--- config.mk ---
export PLATFORM = sky130hd
export DESIGN_NAME = sata_cmd_sequencer
export DESIGN_NICKNAME = d
export VERILOG_FILES = /design/src/rtl/sata_seq_pkg.sv /design/src/rtl/sata_cmd_sequencer.sv
export SDC_FILE = /design/constraint.sdc
export NUM_CORES = 1
export LEC_CHECK = 0
export ABC_AREA = 1
export CAP_MARGIN = 20
export CELL_PAD_IN_SITES_DETAIL_PLACEMENT = 1
export CELL_PAD_IN_SITES_GLOBAL_PLACEMENT = 2
export CORE_AREA = 2 2 174 176
export CTS_CLUSTER_DIAMETER = 200
export CTS_CLUSTER_SIZE = 12
export DETAILED_ROUTE_END_ITERATION = 6
export DIE_AREA = 0 0 176 178
export GPL_TIMING_DRIVEN = 0
export PLACE_DENSITY = 0.89
export SYNTH_ARGS = -nofsm -noshare
export SYNTH_HDL_FRONTEND = slang
export SYNTH_SLANG_ARGS = --single-unit
--- constraint.sdc ---
create_clock -name clk -period 2.2 [get_ports clk]
set_clock_uncertainty 0.1 [all_clocks]
set_input_delay 0.44 -clock clk [delete_from_list [all_inputs] [get_ports clk]]
set_output_delay 0.44 -clock clk [all_outputs]
set_load 0.005 [all_outputs]
--- src/rtl/sata_seq_pkg.sv ---
// Shared types and constants for the SATA command sequencer: FSM states,
// shadow-register map, completion codes and the shadow write-word builder.
package sata_seq_pkg;

  typedef enum logic [2:0] {
    IDLE      = 3'd0,
    WAIT_LINK = 3'd1,
    WR_REG    = 3'd2,
    WAIT_DONE = 3'd3,
    RD_STAT   = 3'd4,
    RD_CAP    = 3'd5,
    DONE      = 3'd6
  } seq_state_e;

  localparam logic [4:0] ADDR_FEAT_CNT   = 5'h01;
  localparam logic [4:0] ADDR_LBA_LO     = 5'h02;
  localparam logic [4:0] ADDR_LBA_HI_DEV = 5'h03;
  localparam logic [4:0] ADDR_CMD_STAT   = 5'h07;

  localparam logic [2:0] ERR_OK      = 3'd0;
  localparam logic [2:0] ERR_DEV     = 3'd1;
  localparam logic [2:0] ERR_TIMEOUT = 3'd2;
  localparam logic [2:0] ERR_LINK    = 3'd3;

  localparam int STAT_ERR = 0;
  localparam int STAT_DF  = 5;
  localparam int STAT_BSY = 7;

  // Device byte with the LBA addressing bit set.
  localparam logic [15:0] DEV_LBA_MODE = 16'h0040;

  typedef struct packed {
    logic [7:0]  opcode;
    logic [47:0] lba;
    logic [15:0] count;
    logic [15:0] features;
  } cmd_t;

  function automatic logic [4:0] shadow_addr(input logic [1:0] idx);
    case (idx)
      2'd0:    return ADDR_FEAT_CNT;
      2'd1:    return ADDR_LBA_LO;
      2'd2:    return ADDR_LBA_HI_DEV;
      2'd3:    return ADDR_CMD_STAT;
      default: return ADDR_CMD_STAT;
    endcase
  endfunction

  function automatic logic [31:0] shadow_data(input logic [1:0] idx, input cmd_t c);
    case (idx)
      2'd0:    return {c.features, c.count};
      2'd1:    return c.lba[31:0];
      2'd2:    return {DEV_LBA_MODE, c.lba[47:32]};
      2'd3:    return {24'h00_0000, c.opcode};
      default: return 32'h0000_0000;
    endcase
  endfunction

  function automatic logic stat_is_error(input logic [7:0] s);
    return s[STAT_ERR] | s[STAT_DF];
  endfunction

endpackage

--- src/rtl/sata_cmd_sequencer.sv ---
// Issues one ATA command through the transport shadow-register port, waits
// for the device interrupt, reads Status/Error and reports the outcome.
module sata_cmd_sequencer
  import sata_seq_pkg::*;
#(
  parameter logic [31:0] TIMEOUT_CYCLES   = 32'd150000000,
  parameter logic [23:0] LINK_WAIT_CYCLES = 24'd1000000
) (
  input  logic        clk,
  input  logic        aresetn,
  input  logic        cmd_valid,
  output logic        cmd_ready,
  input  logic [7:0]  cmd_opcode,
  input  logic [47:0] cmd_lba,
  input  logic [15:0] cmd_count,
  input  logic [15:0] cmd_features,
  input  logic        cmd_dma,
  input  logic        linkup,
  input  logic        ipf,
  input  logic        write_hold,
  output logic        host_write_en,
  output logic        host_read_en,
  output logic [4:0]  host_addr,
  output logic [31:0] host_data_out,
  input  logic [31:0] host_data_in,
  output logic        dma_rqst,
  output logic        busy,
  output logic        done,
  output logic [15:0] status,
  output logic [2:0]  err_code
);

  localparam logic [31:0] TIMEOUT_LAST = TIMEOUT_CYCLES - 32'd1;
  localparam logic [31:0] LINK_LAST    = {8'h00, LINK_WAIT_CYCLES} - 32'd1;

  seq_state_e  state_r, state_n;
  logic [1:0]  wri_r, wri_n;
  logic [31:0] cnt_r;
  cmd_t        cmd_r, cmd_n;
  logic        we_n, re_n, dma_n, done_n;
  logic [4:0]  addr_n;
  logic [31:0] data_n;
  logic [15:0] status_n;
  logic [2:0]  err_n;
  logic        unused_hi;

  assign unused_hi = ^host_data_in[31:16];
  assign cmd_ready = (state_r == IDLE);
  assign busy      = (state_r != IDLE);

  // Next-state and next-output decode; every output is registered below.
  always_comb begin
    state_n  = state_r;
    wri_n    = wri_r;
    cmd_n    = cmd_r;
    we_n     = 1'b0;
    re_n     = 1'b0;
    addr_n   = host_addr;
    data_n   = host_data_out;
    dma_n    = dma_rqst;
    done_n   = 1'b0;
    status_n = status;
    err_n    = err_code;
    case (state_r)
      IDLE: begin
        if (cmd_valid) begin
          cmd_n    = '{opcode: cmd_opcode, lba: cmd_lba, count: cmd_count, features: cmd_features};
          dma_n    = cmd_dma;
          status_n = 16'h0000;
          err_n    = ERR_OK;
          wri_n    = 2'd0;
          state_n  = linkup ? WR_REG : WAIT_LINK;
        end else begin
          state_n = IDLE;
        end
      end
      WAIT_LINK: begin
        if (linkup) begin
          state_n = WR_REG;
        end else if (cnt_r == LINK_LAST) begin
          state_n = DONE;
          err_n   = ERR_LINK;
          done_n  = 1'b1;
          dma_n   = 1'b0;
        end else begin
          state_n = WAIT_LINK;
        end
      end
      WR_REG: begin
        // Transport back-pressure: hold the index, drop the strobe.
        if (!write_hold) begin
          we_n    = 1'b1;
          addr_n  = shadow_addr(wri_r);
          data_n  = shadow_data(wri_r, cmd_r);
          wri_n   = wri_r + 2'd1;
          state_n = (wri_r == 2'd3) ? WAIT_DONE : WR_REG;
        end else begin
          state_n = WR_REG;
        end
      end
      WAIT_DONE: begin
        if (ipf) begin
          state_n = RD_STAT;
          re_n    = 1'b1;
          addr_n  = ADDR_CMD_STAT;
        end else if (!linkup) begin
          state_n = DONE;
          err_n   = ERR_LINK;
          done_n  = 1'b1;
          dma_n   = 1'b0;
        end else if (cnt_r == TIMEOUT_LAST) begin
          state_n = DONE;
          err_n   = ERR_TIMEOUT;
          done_n  = 1'b1;
          dma_n   = 1'b0;
        end else begin
          state_n = WAIT_DONE;
        end
      end
      RD_STAT: state_n = RD_CAP;
      RD_CAP: begin
        status_n = host_data_in[15:0];
        err_n    = stat_is_error(host_data_in[7:0]) ? ERR_DEV : ERR_OK;
        done_n   = 1'b1;
        dma_n    = 1'b0;
        state_n  = DONE;
      end
      DONE:    state_n = IDLE;
      default: state_n = IDLE;
    endcase
  end

  // State, outputs and the saturating per-state cycle counter.
  always_ff @(posedge clk) begin
    if (!aresetn) begin
      state_r       <= IDLE;
      wri_r         <= 2'd0;
      cnt_r         <= 32'd0;
      cmd_r         <= '0;
      host_write_en <= 1'b0;
      host_read_en  <= 1'b0;
      host_addr     <= 5'h00;
      host_data_out <= 32'h0000_0000;
      dma_rqst      <= 1'b0;
      done          <= 1'b0;
      status        <= 16'h0000;
      err_code      <= ERR_OK;
    end else begin
      state_r       <= state_n;
      wri_r         <= wri_n;
      cmd_r         <= cmd_n;
      host_write_en <= we_n;
      host_read_en  <= re_n;
      host_addr     <= addr_n;
      host_data_out <= data_n;
      dma_rqst      <= dma_n;
      done          <= done_n;
      status        <= status_n;
      err_code      <= err_n;
      if (state_n != state_r)
        cnt_r <= 32'd0;
      else if (cnt_r != 32'hFFFF_FFFF)
        cnt_r <= cnt_r + 32'd1;
      else
        cnt_r <= cnt_r;
    end
  end

endmodule

# --- Yosys cells after proc, flatten, opt, wreduce, memory -nomap -nowiden ---
# Cells that the tools add are included.
# W data, S select, Z words.
word_totals:
  ff_bits: 185
  input_bits: 127
  wordCells: 98
  out_inout_bits: 62
classes:
  n_addsub: 2
  n_mux: 43
  bitwise: 3
  n_reduce_logical: 16
  n_eq_ne: 19
ops:
  columns: ["cell", "n"]
  rows:
  - ["$pmux W32 S4", 1]
  - ["$mux W3", 11]
  - ["$add A32 B1 Y32 const B", 1]
  - ["$eq A32 B20 Y1 const B", 1]
  - ["$eq A32 B28 Y1 const B", 1]
  - ["$ne A32 B32 Y1 const B", 1]
  - ["$pmux W16 S2", 1]
  - ["$pmux W5 S4", 1]
  - ["$pmux W3 S6", 1]
  - ["$mux W1", 16]
  - ["$mux W16", 1]
  - ["$ne A2 B2 Y1 const B", 6]
  - ["$pmux W3 S4", 1]
  - ["$mux W5", 2]
  - ["$pmux W5 S2", 1]
  - ["$reduce_and A2 Y1", 5]
  - ["$mux W2", 4]
  - ["$eq A3 B2 Y1 const B", 2]
  - ["$eq A3 B3 Y1 const B", 2]
  - ["$reduce_and A3 Y1", 2]
  - ["$reduce_and A6 Y1", 1]
  - ["$reduce_bool A2 Y1", 3]
  - ["$eq A2 B2 Y1 const B", 2]
  - ["$pmux W1 S4", 1]
  - ["14 further kinds", 15]

# --- Depth between registers and ports, before layout ---
depth:
  depth_word: 7
  depth_mapped: 14
  ltp_nobuf: 13

# --- Worst setup path after synthesis ---
# OpenSTA, ideal clock, no wires.
synth_timing:
  kind: "register to register"
  start: "register cnt_r[0]"
  end: "register cnt_r[13]"
  setup_slack_ns: 0.409
  setup_ns: 0.114
  t_arrival_ns: 1.577
  path_buffers: 1
  synth_period_minus_slack_ns: 1.791
  t_required_ns: 1.986
  stages_incl_launch_ff: 14
  cell_sequence: "dfxtp_1 > ha_1 > inv_1 > nor2_4 > nand2_1 > nor2_1 > nand2_1 > nand2_1 > nand2_1 > nand3_1 > nand2_1 > nand3_4 > buf_6 > nor2_2"
synth_via:
  elab_chain_len: 7
  word_cells_on_any_way: 12
  cone_classes: "add/sub (1); eq/ne (4); mux (6); reduce/logical (1)"
synth_lines:
  columns: ["element", "line", "rtl"]
  rows:
  - ["start: declaration", "sata_cmd_sequencer.sv:38", "logic [31:0] cnt_r;"]
  - ["start signal: assignment", "sata_cmd_sequencer.sv:163", "cnt_r <= cnt_r + 32'd1;"]
  - ["start signal: assignment", "sata_cmd_sequencer.sv:165", "cnt_r <= cnt_r;"]
  - ["$eq A32 B28 Y1", "sata_cmd_sequencer.sv:111", "end else if (cnt_r == TIMEOUT_LAST) begin"]
  - ["$mux W3", "sata_cmd_sequencer.sv:111", null]
  - ["$mux W3", "sata_cmd_sequencer.sv:106", "end else if (!linkup) begin"]
  - ["$mux W3", "sata_cmd_sequencer.sv:102", "if (ipf) begin"]
  - ["$pmux W3 S6", "sata_cmd_sequencer.sv:64", "case (state_r)"]
  - ["$ne A3 B3 Y1", "sata_cmd_sequencer.sv:160", "if (state_n != state_r)"]
  - ["$reduce_or A2 Y1 (no line)", null, null]
# Several ways; a longest one is shown, not always the timed one.
# A chain may end at the register's enable or synchronous reset.

# --- Worst setup path in the final report ---
layout_timing:
  start: "register cnt_r[29]"
  end: "register cnt_r[1]"
# The elaborated chain is that of the path after synthesis.

==> metrics <==
status finished clean; residual DRC count 0; wire length of the first global-routing pass 45.4 mm; internal power 5.68 mW; critical path capture point cnt_r[1]$_SDFFE_PP0P_; multi-input gate area in the final layout 3830 um^2; power density of the placed cells 730 nW/um^2; Sw Pwr 2.46 mW; peak supply drop 0.461 mV; clock-pin slew on the worst setup and hold paths 0.08 ns; Total Power 8.13 mW; final hold slack 0.358 ns; maximum level of the CTS H-tree 4; library cell appearing most often on the critical path nand2_1; total negative slack for setup checks 0 ns; final count of negative-setup-slack endpoints 0; period utilization 94.7%; kind of path behind the tightest hold check reg2reg; number of nets with antenna violations after detailed routing 0; number of maximum-capacitance constraint violations 0; cell area after synthesis 8120 um^2; number of cells produced by synthesis 1,128; R2R Path End cnt_r[1]$_SDFFE_PP0P_; sort of element at the end of the critical path flip-flop; number of antenna violations at the first check in global routing 2; ant diodes 0; Critical Path Stages 15; library cell with the largest summed area after synthesis dfxtp_1; endpoints failing hold 0; Slew Limit Fails 0; switching power as a share of total power 30.2%; total wire length after detailed routing 28.7 mm; crit path time final 2.08 ns; minimum setup slack among reg-to-reg paths 0.12 ns; cell with the biggest individual delay on the critical path dfxtp_1; Clk Latency, worst-skew pair 0.44 ns; critical-path cell list inv_1 > nand2_1 > nor2_2 > nand2_1 > nor2_1 > nand2_2 > nand3_1 > nand2_1 > inv_1 > nand2_1 > nand2_2 > nand3_4 > buf_12 > buf_12 > nor2_2; combinational group share of total power 15.6%; cell class contributing the biggest share of worst-path delay simple AND/OR/NAND/NOR gates; master cell of the clock root buffer clkbuf_16; proportion of netlist area held by the largest area contributor 44.9%; PnR worst setup slack 0.117 ns; sequential fraction of design power 45.0%; Pleak 4.33 nW; register cell area after layout 3660 um^2; number of buffers and inverters on the critical path 4; finished layout cell area 11,100 um^2; final global-route overflow total 0; timing-limited maximum frequency 480 MHz; sequential area share after synthesis 44.9%; standard cell area after detailed placement 10,300 um^2; # clock sinks 182; Initial Util 27.6%; ratio of routed vias to standard cells 4.66; vertical die dimension 178 um; slew at the pin closest to its max-slew limit 0.665 ns; Crit. Startpoint cnt_r[29]$_SDFFE_PP0P_; count of fill cells added during filler insertion 3,592; startpoint type of the worst setup path flip-flop; Avg Cell Area, Syn 7.20 um^2; layout cells sized above 1 10.5%; buffer levels on the longest clock path 2; clock share of power 39.4%; data arrival time of the worst path 2.35 ns; Critical Path Max Stage Delay 0.37 ns; Critical Path RT 2.47 ns; Total Nets Final 1,454; number of buffers added to fix hold violations after cts 0; top area cells in the synthesized netlist dfxtp_1 (45%), nor2_1 (9.9%), o21ai_0 (8.0%); depth of the most critical reg-to-reg path 15; growth of design area from synthesis to finish 37.2%; post-DR wirelength/cell 16.7 um; count of standard-cell rows 63; via count of the first global-routing pass 8,381; headroom to the max-slew limit 55.7%; RD Place Congestion 0.873; Port Buf Inserts 169; pre-CTS WS -0.416 ns; count of synthesis-stage warnings from yosys 0; Die Area 31,300 um^2; CTS tree built; CTS buffer count 17; maximum number of pins on one net before global-route repair 22; violation count after the first detailed-route iteration 408; total via count in the routed design 8,026; path type of the worst setup path reg2reg; synthesis-stage register bit count 182; DR pass1 iterations 5; Std-Cell Core Area 29,400 um^2; largest driver fanout on the critical path 8; number of distinct library cells after synthesis 36; Ports 189; HPWL Detailed 22.1 mm; floorplan die width 176 um; worst flop-to-flop path startpoint cnt_r[29]$_SDFFE_PP0P_; All-Layer GR Usage 18.5%
repair_timing:
| action | 4_1_cts | 5_1_grt |
|---|---|---|
| pin swaps | 1 | 4 |
| gates cloned | 0 | 3 |
| buffers inserted | 0 | 2 |
| endpoints found under the setup margin | 43 | 54 |
| resized for setup | 14 | 31 |
final cells by class:
type	count	area share (%)
multi-input combinational	774	34.4
sequential	182	32.8
timing repair buffer	174	16.1
tap	390	4.38
clock buffer	17	3.82
inverter	106	3.57
buffer	66	3.15
clock inverter	15	1.73
cell families (layout without fill, tap and decap cells):
| kind of cell | Yosys count | after routing | share of synthesized area, % |
|---|---|---|---|
| AO/OA/AOI/OAI | 252 | 252 | 16.2 |
| XOR/XNOR | 30 | 30 | 3.24 |
| adder cells (fa/ha/maj) | 6 | 6 | 0.925 |
| buffers and inverters | 174 | 378 | 8.85 |
| flip-flops | 182 | 182 | 44.9 |
| multiplexers | 4 | 4 | 0.493 |
| other | 1 | 3 | 0.0462 |
| AND/OR/NAND/NOR | 479 | 479 | 25.3 |
cells in the final DEF (no fill, tap or decap), drive strengths merged, types with 16 or more instances in the layout:
master | synthesis | layout
nor2 | 252 | 252
dfxtp | 182 | 182
nand2 | 162 | 162
clkbuf | 38 | 59
xor2 | 27 | 27
o22ai | 16 | 16
buf | 30 | 29
nand3 | 37 | 37
o21ai | 131 | 131
clkdlybuf4s50 | 0 | 168
a21oi | 88 | 88
inv | 105 | 114
worst min-delay path by stage:
stage	from	endpoint	cells after the start
2_1_floorplan	cmd_r[32]$_SDFFE_PN0P_	cmd_r[32]$_SDFFE_PN0P_	2
3_3_place_gp	cmd_r[78]$_SDFFE_PN0P_	cmd_r[78]$_SDFFE_PN0P_	2
3_5_place_dp	cmd_r[36]$_SDFFE_PN0P_	cmd_r[36]$_SDFFE_PN0P_	2
4_1_cts	cmd_r[79]$_SDFFE_PN0P_	cmd_r[79]$_SDFFE_PN0P_	2
5_1_grt	cmd_r[77]$_SDFFE_PN0P_	cmd_r[77]$_SDFFE_PN0P_	2
6_report	cmd_r[76]$_SDFFE_PN0P_	cmd_r[76]$_SDFFE_PN0P_	2
flip-flops by register name (all words and copies together) (netlist names):
name	flops
cmd_r	88
cnt_r	32
host_data_out	32
status	16
host_addr	3
state_r	3
err_code	2
wri_r	2
dma_rqst	1
done	1
host_read_en	1
host_write_en	1
cells in the mapped netlist:
library cell and n:
ha_1 6, xor2_1 27, nand3_2 2, nand3_4 1
inv_2 3, buf_1 5, o2111ai_1 1, mux2i_1 4
dfxtp_1 182, nand2_2 6, inv_1 102, buf_6 3
o211ai_1 1, nor2_4 4, buf_4 6, nand4_1 9
buf_2 16, clkinv_1 1, xnor2_1 3, a21oi_1 87
nand2_4 1, conb_1 1, nor3_1 15, o21ai_0 130
nand2_1 155, clkbuf_1 38, nand3_1 34, o22ai_1 16
a21oi_2 1, nor2_2 33, o31ai_1 7, o21ai_1 1
nor4_1 1, nor2_1 215, nor3b_1 3, a31oi_1 8
power groups by stage:
stage               combinational (mW)  sequential, mW  clock, mW
floorplan                        0.620            3.69          0
CTS                               1.20            3.66       3.28
global route                      1.42            3.68       3.40
finish                            1.27            3.66       3.20
global placement                  1.15            3.72          0
detailed placement                1.18            3.73          0
per-layer routing:
layer / wire (um) / vias up / GRT usage (%)
met2: 13900 / 139 / 31.6
met4: 371 / 0 / 5.30
met1: 13500 / 3855 / 24.4
met3: 961 / 20 / 2.66
met5: 0 / - / 0
li1: - / 4012 / -
metrics by stage:
| step | cells | util, % |
|---|---|---|
| 2_1_floorplan | 1130 | - |
| 5_1_grt | 1724 | 37.9 |
| 3_5_place_dp | 1689 | 35.1 |
| 6_report | 1724 | 37.9 |
| 3_3_place_gp | 1689 | 35.1 |
| 4_1_cts | 1719 | 37.2 |
worst reg2reg max path: stages (launching register included):
cell and delay (ns):
dfxtp_1 0.37, inv_1 0.11, nand2_1 0.08, nor2_2 0.20, nand2_1 0.12, nor2_1 0.13
nand2_2 0.08, nand3_1 0.07, nand2_1 0.06, inv_1 0.07, nand2_1 0.07, nand2_2 0.08
nand3_4 0.08, buf_12 0.16, buf_12 0.15, nor2_2 0.10
Note: power is estimated with default switching activity, not from simulation.
